### src/rtl/seg7_scan.sv
// rtl/seg7_scan.sv - 4-digit common-anode seven-segment scanner for the stopwatch (optional blink: SEG7_BLINK_EN)
module seg7_scan #(
    parameter int DIV          = 100000,
    parameter int BLANK        = 1000,
    parameter int BLINK_FRAMES = 125
) (
    input  logic       clk_100mhz,
    input  logic       rst_n,
    input  logic [2:0] time_sec_h,
    input  logic [3:0] time_sec_l,
    input  logic [3:0] time_msec_h,
    input  logic [3:0] time_msec_l,
    input  logic       time_out,
    output logic [3:0] an,
    output logic [6:0] seg,
    output logic       dp
);

    localparam int            PW       = (DIV > 1) ? $clog2(DIV) : 1;
    localparam logic [PW-1:0] PMAX     = PW'(DIV - 1);
    localparam logic [PW-1:0] BLANK_C  = PW'(BLANK);
    localparam bit            BLANK_EN = (BLANK > 0);

    localparam logic [6:0] SEG_OFF  = 7'b1111111;
    localparam logic [6:0] SEG_DASH = 7'b0111111;

    logic [PW-1:0] pcnt_q, pcnt_d;
    logic [1:0]    idx_q, idx_d;
    logic [14:0]   snap_q, snap_d;
    logic [3:0]    an_q, an_d;
    logic [6:0]    seg_q, seg_d;
    logic          dp_q, dp_d;

    logic          tick;
    logic          frame_wrap;
    logic          in_blank;
    logic          blink_off;
    logic [3:0]    digit;
    logic [6:0]    seg_dec;

    assign tick       = (pcnt_q == PMAX);
    assign frame_wrap = tick && (idx_q == 2'd3);
    assign in_blank   = BLANK_EN && (pcnt_q < BLANK_C);

    // Prescaler, slot index and per-frame snapshot next-state
    always_comb begin
        pcnt_d = pcnt_q + 1'b1;
        idx_d  = idx_q;
        snap_d = snap_q;
        if (tick) begin
            pcnt_d = '0;
            idx_d  = idx_q + 2'd1;
        end
        if (frame_wrap) begin
            snap_d = {time_sec_h, time_sec_l, time_msec_h, time_msec_l};
        end
    end

    // Pick the BCD digit for the current slot out of the frozen snapshot
    always_comb begin
        digit = 4'd0;
        case (idx_q)
            2'd0: digit = snap_q[3:0];
            2'd1: digit = snap_q[7:4];
            2'd2: digit = snap_q[11:8];
            2'd3: digit = {1'b0, snap_q[14:12]};
            default: digit = 4'd0;
        endcase
    end

    // BCD to active-low {g,f,e,d,c,b,a}; non-BCD codes show a dash
    always_comb begin
        seg_dec = SEG_DASH;
        case (digit)
            4'd0: seg_dec = 7'b1000000;
            4'd1: seg_dec = 7'b1111001;
            4'd2: seg_dec = 7'b0100100;
            4'd3: seg_dec = 7'b0110000;
            4'd4: seg_dec = 7'b0011001;
            4'd5: seg_dec = 7'b0010010;
            4'd6: seg_dec = 7'b0000010;
            4'd7: seg_dec = 7'b1111000;
            4'd8: seg_dec = 7'b0000000;
            4'd9: seg_dec = 7'b0010000;
            default: seg_dec = SEG_DASH;
        endcase
    end

`ifdef SEG7_BLINK_EN
    localparam int            FW   = (BLINK_FRAMES > 1) ? $clog2(BLINK_FRAMES) : 1;
    localparam logic [FW-1:0] FMAX = FW'(BLINK_FRAMES - 1);

    logic [FW-1:0] fcnt_q, fcnt_d;
    logic          phase_q, phase_d;

    // Frame counter and blink phase; idle time_out parks the phase visible
    always_comb begin
        fcnt_d  = fcnt_q;
        phase_d = phase_q;
        if (!time_out) begin
            fcnt_d  = '0;
            phase_d = 1'b1;
        end else if (frame_wrap) begin
            if (fcnt_q == FMAX) begin
                fcnt_d  = '0;
                phase_d = ~phase_q;
            end else begin
                fcnt_d = fcnt_q + 1'b1;
            end
        end
    end

    // Blink state registers
    always_ff @(posedge clk_100mhz or negedge rst_n) begin
        if (!rst_n) begin
            fcnt_q  <= '0;
            phase_q <= 1'b1;
        end else begin
            fcnt_q  <= fcnt_d;
            phase_q <= phase_d;
        end
    end

    assign blink_off = time_out & ~phase_q;
`else
    localparam int UNUSED_BLINK_FRAMES = BLINK_FRAMES;
    logic unused_time_out;
    assign unused_time_out = time_out;
    assign blink_off       = 1'b0;
`endif

    // Output next-state: blank window first, then anode/segment/dp for the slot
    always_comb begin
        an_d  = ~(4'b0001 << idx_q);
        seg_d = seg_dec;
        dp_d  = (idx_q != 2'd2);
        if ((idx_q == 2'd3) && (snap_q[14:12] == 3'd0)) begin
            seg_d = SEG_OFF;
        end
        if (in_blank) begin
            an_d  = 4'b1111;
            seg_d = SEG_OFF;
            dp_d  = 1'b1;
        end
        if (blink_off) begin
            an_d = 4'b1111;
        end
    end

    // All state, including the registered display outputs
    always_ff @(posedge clk_100mhz or negedge rst_n) begin
        if (!rst_n) begin
            pcnt_q <= '0;
            idx_q  <= 2'd0;
            snap_q <= '0;
            an_q   <= 4'b1111;
            seg_q  <= SEG_OFF;
            dp_q   <= 1'b1;
        end else begin
            pcnt_q <= pcnt_d;
            idx_q  <= idx_d;
            snap_q <= snap_d;
            an_q   <= an_d;
            seg_q  <= seg_d;
            dp_q   <= dp_d;
        end
    end

    assign an  = an_q;
    assign seg = seg_q;
    assign dp  = dp_q;

endmodule

### config.mk
export PLATFORM = sky130hd
export DESIGN_NAME = seg7_scan
export DESIGN_NICKNAME = d
export VERILOG_FILES = /design/src/rtl/seg7_scan.sv
export SDC_FILE = /design/constraint.sdc
export NUM_CORES = 1
export LEC_CHECK = 0
export ABC_AREA = 1
export ABC_CLOCK_PERIOD_IN_PS = 2000
export BUFFER_PORTS_ARGS = -buffer_cell sky130_fd_sc_hd__buf_4
export CAP_MARGIN = 10
export CORE_AREA = 10 10 86 88
export DETAILED_ROUTE_END_ITERATION = 12
export DIE_AREA = 0 0 96 98
export GPL_TIMING_DRIVEN = 0
export PLACE_DENSITY = 0.71
export SLEW_MARGIN = 20
export SYNTH_ARGS = -nofsm -noshare
export SYNTH_HDL_FRONTEND = slang
export SYNTH_SLANG_ARGS = --single-unit
### constraint.sdc
create_clock -name clk_100mhz -period 2 [get_ports clk_100mhz]
set_input_delay 0.4 -clock clk_100mhz [delete_from_list [all_inputs] [get_ports clk_100mhz]]
set_output_delay 0.4 -clock clk_100mhz [all_outputs]
set_load 0.05 [all_outputs]
# ---- Yosys cells after proc, flatten, opt, wreduce, memory -nomap -nowiden
# Memories as Yosys holds them, arrays and structs flattened.
# Cells that the tools add are included.
dict set report totals {
  register_bits 46
  rom_bits 112
  inputBits 18
  out_inout_bits 12
  memories 1
}
# memory depth word_bits read_ports rd_ports_with_merged_regs write_ports line_no
set mem_list {}
lappend mem_list {{(name not given)} 16 7 1 0 0 74} ;# case (digit)
dict set report classes {
  addsub 2
  order_cmp 1
  n_eq_ne 5
  shifts 1
  muxes 6
  bitwise 1
  reduce_logical 4
}
# op count
set ops {}
lappend ops {{adder 17 x 1 -> 17 bit, second input constant} 1}
lappend ops {{== test 17 bit, second input constant} 1}
lappend ops {{< comparator 17 x 10 -> 1 bit, second input constant} 1}
lappend ops {{2-to-1 mux 17 bit} 1}
lappend ops {{one-hot mux 4 bit (4 select lines)} 1}
lappend ops {{2-to-1 mux 7 bit} 2}
lappend ops {{== test 2 bit, second input constant} 2}
lappend ops {{2-to-1 mux 4 bit} 1}
lappend ops {{inverter 4 bit} 1}
lappend ops {{left shift 1 x 2 -> 4 bit, first input constant} 1}
lappend ops {{zero test 3 bit} 1}
lappend ops {{adder 2 x 1 -> 2 bit, second input constant} 1}
lappend ops {{== test 2 x 1 -> 1 bit, second input constant} 1}
lappend ops {{logical AND 1 bit} 2}
lappend ops {{zero test 2 bit} 1}
lappend ops {{inequality test 2 bit, second input constant} 1}
lappend ops {{2-to-1 mux 1 bit} 1}

# ---- Longest topological paths before layout
# An unclocked memory read counts as a cell.
dict set report depth {
  ltp_word 5
  ltp_mapped 11
  depth_no_buf 11
}

# ---- Worst setup path after synthesis
# OpenSTA, ideal clock, no wires.
dict set report synth_timing {
  kind {reg2reg}
  from {register idx_q[0]}
  to {register seg_q[3] (netlist: seg[3])}
  setup_ns 0.062
  t_arrival_ns 1.617
  t_required_ns 1.938
  setup_slack_ns 0.321
  stages_incl_launch_ff 12
  path_buffers 1
  period_less_slack_ns 1.679
  cell_sequence {dfrtp_1 ha_1 clkbuf_8 nand2_1 nand2_1 o21bai_1 ha_1 inv_1 nand2_1 nand2_1 nand2_1 nand2_1}
}
dict set report synth_between {
  elab_chain_len 5
}
# element line_no
set synth_lines {}
lappend synth_lines {{start: declaration} 28} ;# logic [1:0] idx_q, idx_d;
lappend synth_lines {{start signal: assignment} 161} ;# idx_q <= idx_d;
lappend synth_lines {{== test 2 bit (tied with other cells)} {62, 137}}
lappend synth_lines {{one-hot mux 4 bit (4 select lines)} 62} ;# case (idx_q)
lappend synth_lines {{memory (16 x 7 bit)} -}
lappend synth_lines {{2-to-1 mux 7 bit (*)} 137} ;# if ((idx_q == 2'd3) && (snap_q[14:12] == 3'd0)) begin
lappend synth_lines {{2-to-1 mux 7 bit (*)} 140} ;# if (in_blank) begin
lappend synth_lines {{named net seg_d[3]} 31} ;# logic [6:0] seg_q, seg_d;
lappend synth_lines {{end signal: assignment} 164} ;# seg_q <= seg_d;
lappend synth_lines {{end: declaration} 31}
# The timed path passes the listed nets; every way through them passes the cells marked *.
# A chain may end at the register's enable or synchronous reset.

# ---- Worst setup path after layout
# Ends and elaborated chain as after synthesis.

==> run_results.csv <==
group,metric,value,unit
sta,fin_crit,1.871,ns
setup_path,cp_max_fo,5,
global_route,grt_max_degree,46,
clock_network,postCtsSetupBuffers,0,
clock_network,cts_buffer_depth,2,
yosys,synth_edf_count,0,
placement,dpl-instance-area,0.002703,mm²
yosys,synth_nets,324,
die,fp-row-count,28,
yosys,synth_top_family_by_area,"simple AND/OR/NAND/NOR gates",
yosys,yosys.area_share.simple,33.44,%
clock_network,htreeDepth,2,
global_route,track_usage,11.18,%
yosys,yosys.cell_types.count,26,
power_and_ir_drop,leakagePower,0.001358,µW
global_route,grt_first_pass_wirelength,8.652,mm
final_layout,fillers,591,
die,die_y,98,µm
yosys,synth-seq-cells,45,
global_route,grt_overflow_total,0,
sta,fin_worst_skew,0.006812,ns
yosys,synthFlopType,"dfrtp_1",
sta,setup_viol,0,
sta,rsz0062_at_grt,"yes",
final_layout,seq_area,0.001140,mm²
run,cap_violations,0,
placement,io_buffers,28,
clock_network,cts-buffers-inserted,5,
route,wl_per_cell,11.98,µm
yosys,yosys.area_share.adder,4.695,%
yosys,syn_inst,297,
sta,slew_viol_final,0,
setup_path,crit_arrival,2.11,ns
global_route,first_global_vias,1872,
yosys,synth.avg_cell_area,8.076,µm²
power_and_ir_drop,ir_drop,0.3090,mV
final_layout,fin_cells,408,
setup_path,crit_path_start_kind,"flop",
final_layout,multiInputGateArea,0.001074,mm²
setup_path,cp_slowest_stage_delay,0.38,ns
route,viasPerCell,4.767,
sta,finalCritPeriodShare,93.55,%
yosys,ys_seq_area_share,47.52,%
route,post-route-drc-count,0,
route,vias,1945,
setup_path,criticalPathCategory,"reg2reg",
sta,timing.fmax,534.5,MHz
die,coreArea,0.005746,mm²
final_layout,n_antenna_cell,0,
final_layout,drive_gt1_share,19.82,%
sta,hold_violations,0,
placement,hpwlAfterDp,3.663,mm
sta,finalSetupTns,0,ns
clock_network,cts-root-buf,"clkbuf_8",
final_layout,fin_util,49.04,%
yosys,synth.area.mux_share,0,%
route,first_pass_iters,4,
clock_network,cts_sinks,45,
yosys,synth-xor-area-share,3.652,%
sta,worstMarginPinSlew,0.5500,ns
run_status,status,"completed",
final_layout,fin_nets,359,
clock_network,cts_resized,0,
die,die_x,96,µm
placement,gp_congestion,0.8792,
sta,holdWs,0.08473,ns
route,wirelength,4.889,mm
final_layout,final_area,0.002818,mm²
clock_network,cts_hold_buf,0,
yosys,synth.cell_area,0.002399,mm²
yosys,yosys_warnings,0,
clock_network,clk_pin_slew_worst_paths,0.08,ns
setup_path,cp_common_cell,"nand2_1",
route,drtIter0Drc,97,
placement,placed_cells,400,
global_route,antenna_found_initial,0,
setup_path,end_kind,"flop",
setup_path,worst_ep_required_time,2.24,ns
die,die_area,0.009408,mm²
yosys,synth_compound_area_share,2.817,%
sta,maxSlewHeadroom,63.33,%
worst_hold_path,hold_path.class,"in2async",
setup_path,critPathSlowestCell,"dfrtp_1",
power_and_ir_drop,power_density,568.6,mW/mm²
clock_network,clock_latency,0.30,ns
route,antenna_left,0,
yosys,async_flop_share,100.0,%
clock_network,cts_tree,"built",
final_layout,areaGrowthSynthToFinish,17.48,%
setup_path,path_cells,"inv_1 > ha_1 > nand2_1 > nand2_1 > o21bai_1 > ha_1 > inv_1 > nand2_1 > nand2_1 > nand2_1 > nand2_1",
die,pin_count,30,
die,start_util,41.75,%
[where the power goes]
| part | internal, µW | switching, µW |
|---|---|---|
| Clock | 357 | 295 |
| Combinational | 19.4 | 20.3 |
| Sequential | 910 | 0 |
[worst max-delay path, delay by kind of cell, from the launching register on]
family / cells / cell delay, ns
AOI/OAI and AO/OA: 1 / 0.30
adders and majority gates: 2 / 0.61
buffers and inverters: 2 / 0.17
DFF: 1 / 0.38
and+or+nand+nor: 6 / 0.37
[cell type report]
type | instances | share of cell area [%]
Buffer | 6 | 2.353
Clock buffer | 8 | 3.952
Inverter | 32 | 4.352
Multi-Input combinational cell | 214 | 38.10
Sequential cell | 45 | 40.45
Tap cell | 75 | 3.330
Timing Repair Buffer | 28 | 7.460
[placed cells by master, fill, tap and decap left out, drive strengths merged]
cell / synthesis / routed
ha: 9 / 9
clkbuf: 1 / 9
dfstp: 11 / 11
buf: 5 / 33
nand4: 8 / 8
nand3b: 1 / 1
inv: 32 / 32
o21ai: 6 / 6
nand2: 103 / 103
dfrtp: 34 / 34
o21bai: 2 / 2
nand3: 31 / 31
nor2: 33 / 33
or2: 1 / 1
xor2: 10 / 10
a21oi: 3 / 3
nor3: 7 / 7
[Yosys cell counts (2+ instances only)]
library cell    n  area, µm²
nand2_1       100      375.4
dfrtp_1        34      850.8
nand3_1        31      155.2
inv_1          29      108.9
nor2_1         29      108.9
dfstp_2        11      289.0
xor2_1         10      87.58
ha_1            9      112.6
nand4_1         8      50.05
nor3_1          7      35.03
o21ai_0         5      25.02
buf_6           4      45.04
a21oi_1         2      10.01
inv_2           2      7.510
nand2_4         2      22.52
nor2_2          2      12.51
nor2_4          2      22.52
o21bai_1        2      15.01
[registers in the layout, summed over array words and instances (netlist names)]
register and cells:
an 4, idx_q 2, pcnt_q 17, seg 7, snap_q 15
[logic make-up (layout without fill, tap and decap cells)]
family / count (synthesis) / in the layout
adder cells (fa/ha/maj): 9 / 9
AO/OA/AOI/OAI: 11 / 11
flip-flops: 45 / 45
XOR/XNOR: 10 / 10
AND/OR/NAND/NOR: 184 / 184
buffers and inverters: 38 / 74
[per-stage QoR]
step           power (µW)  setup slack, ns
2_1_floorplan       927.6           0.3212
3_3_place_gp        968.3           0.1134
3_5_place_dp        968.8          0.08207
4_1_cts              1626          0.04844
5_1_grt              1662         -0.05746
6_report             1602           0.1290
[path summary, 6_finish.rpt]
path	from	to	slack [ns]	cells past startpoint
min in group clk_100mhz	time_msec_h[2]	snap_q[6]	0.33	3
min	rst_n	pcnt_q[7]	0.08	1
max reg2reg	idx_q[0]	seg[3]	0.13	11
max	idx_q[0]	seg[3]	0.13	11
max in group asynchronous	rst_n	an[3]	1.53	1
min reg2reg	pcnt_q[0]	pcnt_q[0]	0.47	1
[routing by layer]
metal / global-route usage (%) / share of wire (%) / vias to the layer above
met2: 16.42 / 44 / 58
met3: 2.910 / 7.7 / 5
met1: 14.82 / 46 / 878
met5: 0 / 0 / -
li1: - / - / 1004
met4: 5.221 / 1.4 / 0
(Power assumes the default switching activity.)
